`config.mk`:
```
export PLATFORM = sky130hd
export DESIGN_NAME = wave_analyzer_flat
export DESIGN_NICKNAME = d
export VERILOG_FILES = /design/src/rtl/wave_analyzer_pkg.sv /design/src/rtl/wave_analyzer_if.sv /design/src/rtl/wave_analyzer_cross_det.sv /design/src/rtl/wave_analyzer.sv /design/src/flat_wrapper.sv
export SDC_FILE = /design/constraint.sdc
export NUM_CORES = 1
export LEC_CHECK = 0
export BUFFER_PORTS_ARGS = -buffer_cell sky130_fd_sc_hd__buf_2
export CAP_MARGIN = 20
export CORE_MARGIN = 2
export CORE_UTILIZATION = 50
export CTS_BUF_LIST = sky130_fd_sc_hd__clkbuf_2
export DETAILED_ROUTE_END_ITERATION = 6
export PLACE_DENSITY = 0.69
export SYNTH_ARGS = -nofsm -noshare
export SYNTH_HDL_FRONTEND = slang
export SYNTH_SLANG_ARGS = --single-unit
export TNS_END_PERCENT = 30
```
`constraint.sdc`:
```
create_clock -name clk -period 7.7 [get_ports clk]
set_clock_uncertainty 0.15 [all_clocks]
set_input_delay 0.77 -clock clk [delete_from_list [all_inputs] [get_ports clk]]
set_output_delay 0.77 -clock clk [all_outputs]
set_load 0.02 [all_outputs]
```
`src/rtl/wave_analyzer_pkg.sv`:
```
// Shared types and constants for the wave_analyzer block.
// Holds the sample width, FSM state encoding and saturation helpers.
package wave_pkg;

   localparam int SAMPLE_W = 8;

   typedef enum logic [1:0] {
      IDLE   = 2'd0,
      MINMAX = 2'd1,
      PERIOD = 2'd2,
      DONE   = 2'd3
   } wa_state_t;

   localparam logic [SAMPLE_W-1:0] SAMPLE_MAX = 8'hFF;
   localparam logic [7:0]          CROSS_SAT  = 8'hFF;

   function automatic logic [7:0] sat_inc8(input logic [7:0] v);
      return (v == CROSS_SAT) ? v : v + 8'd1;
   endfunction

endpackage

```
`src/rtl/wave_analyzer_if.sv`:
```
// Sample stream input and result readback bundle for wave_analyzer.
// master drives samples and start; slave (the analyzer) drives results.
interface wave_analyzer_if
   import wave_pkg::*;
#(
   parameter int CNT_W = 16
) ();

   logic                start;
   logic                sample_valid;
   logic [SAMPLE_W-1:0] sample;
   logic                busy;
   logic                done;
   logic [SAMPLE_W-1:0] min_val;
   logic [SAMPLE_W-1:0] max_val;
   logic [SAMPLE_W-1:0] p2p;
   logic [7:0]          crossings;
   logic [CNT_W-1:0]    period;

   modport master (
      output start, sample_valid, sample,
      input  busy, done, min_val, max_val, p2p, crossings, period
   );

   modport slave (
      input  start, sample_valid, sample,
      output busy, done, min_val, max_val, p2p, crossings, period
   );

endinterface

```
`src/rtl/wave_analyzer_cross_det.sv`:
```
// Rising midpoint crossing detector; fire is combinational on the current valid sample.
// No backpressure: en qualifies samples; WAVE_HYST_EN selects the armed hysteresis detector.
module wave_cross_det
   import wave_pkg::*;
#(
   parameter int HYST = 4
) (
   input  logic                clk,
   input  logic                rst,
   input  logic                clear,
   input  logic                en,
   input  logic [SAMPLE_W-1:0] sample,
   input  logic [SAMPLE_W-1:0] mid,
   output logic                fire
);

`ifdef WAVE_HYST_EN
   logic                armed;
   logic [SAMPLE_W:0]   lo_wide;
   logic [SAMPLE_W:0]   hi_wide;
   logic [SAMPLE_W-1:0] lo_th;
   logic [SAMPLE_W-1:0] hi_th;

   // Bit SAMPLE_W flags borrow/carry out of the 8-bit range, which clamps the threshold.
   always_comb begin
      lo_wide = {1'b0, mid} - (SAMPLE_W+1)'(HYST);
      hi_wide = {1'b0, mid} + (SAMPLE_W+1)'(HYST);
      lo_th   = lo_wide[SAMPLE_W] ? '0 : lo_wide[SAMPLE_W-1:0];
      hi_th   = hi_wide[SAMPLE_W] ? SAMPLE_MAX : hi_wide[SAMPLE_W-1:0];
      fire    = en && armed && (sample >= hi_th);
   end

   always_ff @(posedge clk or posedge rst) begin
      if (rst) begin
         armed <= 1'b0;
      end else if (clear) begin
         armed <= 1'b0;
      end else if (en) begin
         if (fire) begin
            armed <= 1'b0;
         end else if (sample < lo_th) begin
            armed <= 1'b1;
         end
      end
   end
`else
   logic [SAMPLE_W-1:0] prev;
   logic                have_prev;

   // have_prev keeps the first sample of a pass from ever counting.
   assign fire = en && have_prev && (prev < mid) && (sample >= mid);

   always_ff @(posedge clk or posedge rst) begin
      if (rst) begin
         prev      <= '0;
         have_prev <= 1'b0;
      end else if (clear) begin
         have_prev <= 1'b0;
      end else if (en) begin
         prev      <= sample;
         have_prev <= 1'b1;
      end
   end
`endif

endmodule

```
`src/rtl/wave_analyzer.sv`:
```
// Two-pass windowed min/max then crossing/period measurement (WAVE_HYST_EN adds hysteresis).
// Latency: done 2N+1 cycles after start with valid held high; invalid samples stall the passes.
module wave_analyzer
   import wave_pkg::*;
#(
   parameter int WIN_LOG2 = 8,
   parameter int CNT_W    = 16,
   parameter int HYST     = 4
) (
   input  logic          clk,
   input  logic          rst,
   wave_analyzer_if.slave bus
);

   localparam int                N_WIN     = 1 << WIN_LOG2;
   localparam logic [WIN_LOG2:0] CNT_LAST  = (WIN_LOG2+1)'(N_WIN - 1);
   localparam logic [WIN_LOG2:0] CNT_FULL  = (WIN_LOG2+1)'(N_WIN);

   wa_state_t           state;
   wa_state_t           state_next;
   logic [WIN_LOG2:0]   cnt;
   logic [SAMPLE_W-1:0] run_min;
   logic [SAMPLE_W-1:0] run_max;
   logic [SAMPLE_W:0]   mid_sum;
   logic [SAMPLE_W-1:0] mid;
   logic [7:0]          cross_cnt;
   logic [CNT_W-1:0]    per_cnt;
   logic [CNT_W-1:0]    per_inc;
   logic [CNT_W-1:0]    per_hold;
   logic                seen_cross;
   logic                start_go;
   logic                mm_take;
   logic                p_take;
   logic                fire;

   logic [SAMPLE_W-1:0] min_r;
   logic [SAMPLE_W-1:0] max_r;
   logic [SAMPLE_W-1:0] p2p_r;
   logic [7:0]          cross_r;
   logic [CNT_W-1:0]    period_r;

   assign start_go = (state == IDLE) && bus.start;
   assign mm_take  = (state == MINMAX) && bus.sample_valid;
   // PERIOD holds one extra cycle at CNT_FULL so the last crossing settles before capture.
   assign p_take   = (state == PERIOD) && bus.sample_valid && (cnt != CNT_FULL);

   // min/max are frozen throughout PERIOD, so the midpoint is stable for the whole pass.
   assign mid_sum  = {1'b0, run_min} + {1'b0, run_max};
   assign mid      = mid_sum[SAMPLE_W:1];

   assign per_inc  = (per_cnt == {CNT_W{1'b1}}) ? per_cnt : per_cnt + CNT_W'(1);

   always_comb begin
      state_next = state;
      case (state)
         IDLE:    if (bus.start) state_next = MINMAX;
         MINMAX:  if (bus.sample_valid && (cnt == CNT_LAST)) state_next = PERIOD;
         PERIOD:  if (cnt == CNT_FULL) state_next = DONE;
         DONE:    state_next = IDLE;
         default: state_next = IDLE;
      endcase
   end

   always_ff @(posedge clk or posedge rst) begin
      if (rst) begin
         state <= IDLE;
         cnt   <= '0;
      end else begin
         state <= state_next;
         if (state_next != state) begin
            cnt <= '0;
         end else if (mm_take || p_take) begin
            cnt <= cnt + 1'b1;
         end
      end
   end

   wave_cross_det #(
      .HYST (HYST)
   ) u_cross_det (
      .clk    (clk),
      .rst    (rst),
      .clear  (state != PERIOD),
      .en     (p_take),
      .sample (bus.sample),
      .mid    (mid),
      .fire   (fire)
   );

   always_ff @(posedge clk or posedge rst) begin
      if (rst) begin
         run_min    <= '0;
         run_max    <= '0;
         cross_cnt  <= '0;
         per_cnt    <= '0;
         per_hold   <= '0;
         seen_cross <= 1'b0;
      end else if (start_go) begin
         run_min    <= SAMPLE_MAX;
         run_max    <= '0;
         cross_cnt  <= '0;
         per_cnt    <= '0;
         per_hold   <= '0;
         seen_cross <= 1'b0;
      end else begin
         if (mm_take) begin
            if (bus.sample < run_min) run_min <= bus.sample;
            if (bus.sample > run_max) run_max <= bus.sample;
         end
         // The first crossing only starts the period counter; later ones close an interval.
         if (fire) begin
            cross_cnt  <= sat_inc8(cross_cnt);
            seen_cross <= 1'b1;
            per_cnt    <= '0;
            if (seen_cross) per_hold <= per_inc;
         end else if (p_take && seen_cross) begin
            per_cnt <= per_inc;
         end
      end
   end

   always_ff @(posedge clk or posedge rst) begin
      if (rst) begin
         min_r    <= '0;
         max_r    <= '0;
         p2p_r    <= '0;
         cross_r  <= '0;
         period_r <= '0;
      end else if ((state == PERIOD) && (state_next == DONE)) begin
         min_r    <= run_min;
         max_r    <= run_max;
         p2p_r    <= run_max - run_min;
         cross_r  <= cross_cnt;
         period_r <= per_hold;
      end
   end

   assign bus.busy      = (state != IDLE);
   assign bus.done      = (state == DONE);
   assign bus.min_val   = min_r;
   assign bus.max_val   = max_r;
   assign bus.p2p       = p2p_r;
   assign bus.crossings = cross_r;
   assign bus.period    = period_r;

endmodule

```
`src/flat_wrapper.sv`:
```
// flat-port wrapper written by rule: the top's interface ports become plain ports
module wave_analyzer_flat import wave_pkg::*;
#(
   parameter int WIN_LOG2 = 8,
   parameter int CNT_W    = 16,
   parameter int HYST     = 4
)
  (clk, rst, bus_start, bus_sample_valid, bus_sample, bus_busy, bus_done, bus_min_val, bus_max_val, bus_p2p, bus_crossings, bus_period);
  wave_analyzer_if #(.CNT_W(CNT_W)) bus_i ();
  input  logic clk;
  input  logic rst;
  input wire logic [$bits(bus_i.start)-1:0] bus_start;
  input wire logic [$bits(bus_i.sample_valid)-1:0] bus_sample_valid;
  input wire logic [$bits(bus_i.sample)-1:0] bus_sample;
  output wire logic [$bits(bus_i.busy)-1:0] bus_busy;
  output wire logic [$bits(bus_i.done)-1:0] bus_done;
  output wire logic [$bits(bus_i.min_val)-1:0] bus_min_val;
  output wire logic [$bits(bus_i.max_val)-1:0] bus_max_val;
  output wire logic [$bits(bus_i.p2p)-1:0] bus_p2p;
  output wire logic [$bits(bus_i.crossings)-1:0] bus_crossings;
  output wire logic [$bits(bus_i.period)-1:0] bus_period;
  assign bus_i.start = bus_start;
  assign bus_i.sample_valid = bus_sample_valid;
  assign bus_i.sample = bus_sample;
  assign bus_busy = bus_i.busy;
  assign bus_done = bus_i.done;
  assign bus_min_val = bus_i.min_val;
  assign bus_max_val = bus_i.max_val;
  assign bus_p2p = bus_i.p2p;
  assign bus_crossings = bus_i.crossings;
  assign bus_period = bus_i.period;
  wave_analyzer #(.WIN_LOG2(WIN_LOG2), .CNT_W(CNT_W), .HYST(HYST)) u_core (.clk(clk), .rst(rst), .bus(bus_i));
endmodule
```
==> metrics <==
Critical R2R Launch=u_core.run_min[0]$_DFFE_PP0P_; Iteration-0 DRC Markers=359; sort of element at the start of the critical path=flip-flop; cell area after placement=7220 um^2; detailed-route DRC error count=0; Final period util=0.560; CORE AREA=13,200 um^2; Met2 Routed Length=approximately 7400 um; Final Wtd Congestion=0.850; setup TNS=0 ns; number of library cell types mapped by synthesis=55; overall track demand over capacity in global routing=0.220; CTS buffer count=17; share of final-layout standard cells stronger than drive strength 1=0.180; minimum setup slack in the final design=between 3 and 4 ns; start-to-end type of the worst setup path=reg -> reg; number of enable flip-flop cells after synthesis=0; met3 WL=629 um; CP arrival=4.79 ns; detailed-route wire length per cell=16.1 um; number of register bits inferred by synthesis=about 130; Yosys top cell area share=0.461; # placed instances=898; clock slew at reported path FFs=0.21 ns; start point of the critical path=u_core.run_min[0]$_DFFE_PP0P_; clock tree from TritonCTS=yes; Die Area=roughly 15,000 um^2; number of global-route vias before repair=5,183; deepest clock path buffer count=2; Critical Path Sink Type=flip-flop; clock latency at the later pin of the worst-skew pair=0.73 ns; commonest cells after routing, fill and taps aside=125 x dfrtp_1, 88 x nand2_1, 61 x buf_2, 54 x nor2_1, 47 x ha_1; Chip Height=121 um; area delta synth->final=10.5%; proportion of synthesized flip-flops having asynchronous set or reset=1.00; Power per Cell Area=roughly 290 nW/um^2; # Post-CTS Setup Buffers=0; final standard cell area without fillers=7500 um^2; library cell with the largest summed area after synthesis=dfrtp_1; Final Hold Viols=0; maximum number of pins on one net before global-route repair=77; total number of vias=5,272; Port Buffers=61; # Max-Cap Violations=0; Synth warnings=0; buffer type at the clock tree root=clkbuf_2; measured slew at the worst slew-check pin=0.950 ns; Relative slew margins=0.367; Synth Instances=687; number of hold-repair buffers added at the cts stage=0; Die X=about 120 um; global-route wire length before repair=25,200 um; top post-synthesis cells by area=dfrtp_1 46%, ha_1 8.7%, mux2_2 5.1%; LEAKAGE=3.74 nW; H-Tree Level Count=4; number of detailed-routing iterations run before antenna repair=5; number of non-filler instances in the completed layout=about 930; Achievable Freq=0.232 GHz; antenna viol nets, final=0; Rows=42; initial core utilization=0.512; minimum period implied by the final worst setup slack=roughly 4.3 ns; total of cells resized after clock tree synthesis=0; top layer used by detailed routing=met4; cell area after technology mapping=6790 um^2; max-slew violation count=0; commonest non-fill, non-tap cell in the layout=dfrtp_1; worst slack at placement=3.42 ns; post-layout net count=about 800; unrepaired setup endpoints after global routing=false; total global routing overflow=0; Hold/Removal Path Class=in -> async; CP Data Required Time=8.17 ns; result of the run=complete, no violations; Primary FF master, synth=dfrtp_1; Worst VDD drop=around 130 uV; Hold Worst Slack=around 0.089 ns; Setup-failing EPs final=0; Post-Route WL=15,000 um; number of nets in the synthesized netlist=748; half-perimeter wire length of the detailed placement result=10,700 um; clock tree sinks=roughly 130; largest driver fanout on the critical path=15; number of antenna violations at the first check in global routing=1; Top Ports=62; via/cell ratio=5.66; post-synthesis sequential area ratio=0.461; met1 wire length=6680 um; mean instance size in the synthesized netlist=9.88 um^2
[worst paths after layout]
| kind | to | slack (ns) | cells after the start |
|---|---|---|---|
| min in group clk | u_core.run_max[0]$_DFFE_PP0P_ | 0.14 | 3 |
| worst max register to register | u_core.per_cnt[13]$_DFFE_PP0P_ | 3.39 | 16 |
| worst min-delay path | u_core.bus.p2p[4]$_DFFE_PP0P_ | 0.09 | 2 |
| max in group asynchronous | u_core.per_hold[7]$_DFFE_PP0P_ | 6.13 | 3 |
| worst min register to register | u_core.bus.min_val[1]$_DFFE_PP0P_ | 0.35 | 2 |
| worst max-delay path | u_core.per_cnt[13]$_DFFE_PP0P_ | 3.39 | 16 |
[metrics by stage]
step / utilization / total power [mW]
after floorplan: - / 1.48
after global placement: 0.545 / 1.64
after detailed placement: 0.545 / 1.67
after CTS: 0.566 / 2.15
after global routing: 0.566 / 2.32
final: 0.566 / 2.14
[area by class of cell]
class / count / area [um^2]
fill: 1203 / 5740
multi-input combinational: 502 / 3400
sequential: 125 / 3130
timing repair buffer: 69 / 365
tap: 176 / 220
clock inverter: 15 / 195
inverter: 26 / 100
clock buffer: 17 / 85.1
antenna: 1 / 2.50
[synth_stat cells, types with 13 or more instances]
master	instances
nand2_1	88
a21oi_1	30
ha_1	47
inv_1	26
nor2b_1	13
nand3_1	24
mux2i_1	13
xor2_1	28
clkbuf_1	23
dfrtp_1	125
o21ai_0	39
nand4_1	13
nor2_1	54
mux2_2	31
[critical path, cell delays in order, from the launching register on]
cell	delay [ns]
dfrtp_1	0.46
ha_1	0.22
fa_1	0.39
nor2b_1	0.16
o21ai_1	0.19
nand2_1	0.08
nor2_1	0.16
xnor2_1	0.14
ha_1	0.28
a21oi_1	0.13
nand2_1	0.06
a41o_1	0.21
o31a_1	0.23
o21ai_0	0.26
a211o_1	0.39
nand2_1	0.39
a311oi_1	0.31
[per-layer routing]
| metal | vias up | GRT usage |
|---|---|---|
| met5 | - | 0 |
| met4 | 0 | 0.0821 |
| met3 | 26 | 0.0533 |
| met2 | 126 | 0.361 |
| met1 | 2609 | 0.282 |
| li1 | 2511 | - |
[flip-flops by register name (all words and copies together), names as in the netlist]
register,cells
u_core.per_cnt,16
u_core.cross_cnt,8
u_core.cnt,9
u_core.bus.p2p,8
u_core.bus.min_val,8
u_core.state,2
u_core.u_cross_det.have_prev,1
u_core.per_hold,16
u_core.u_cross_det.prev,8
u_core.bus.period,16
u_core.run_max,8
u_core.run_min,8
u_core.bus.max_val,8
u_core.bus.crossings,8
u_core.seen_cross,1
[power by group]
| group | switching [mW] | leakage [nW] | total (mW) | internal [mW] |
|---|---|---|---|---|
| combinational | 0.529 | 1.88 | 0.908 | 0.379 |
| sequential | 0.0497 | 1.71 | 0.759 | 0.709 |
| clock | 0.262 | 0.157 | 0.475 | 0.213 |
[kinds of logic (layout without fill, tap and decap cells)]
kind of cell	count (synthesis)	in the layout	synth area share
xor gates and xnor gates	37	37	0.0478
muxes	44	44	0.0706
adders and majority gates	50	50	0.0940
AOI/OAI and AO/OA	126	126	0.117
and+or+nand+nor	245	245	0.172
other	0	1	0
DFF	125	125	0.461
buffers and inverters	60	127	0.0376
(Power assumes the default switching activity.)
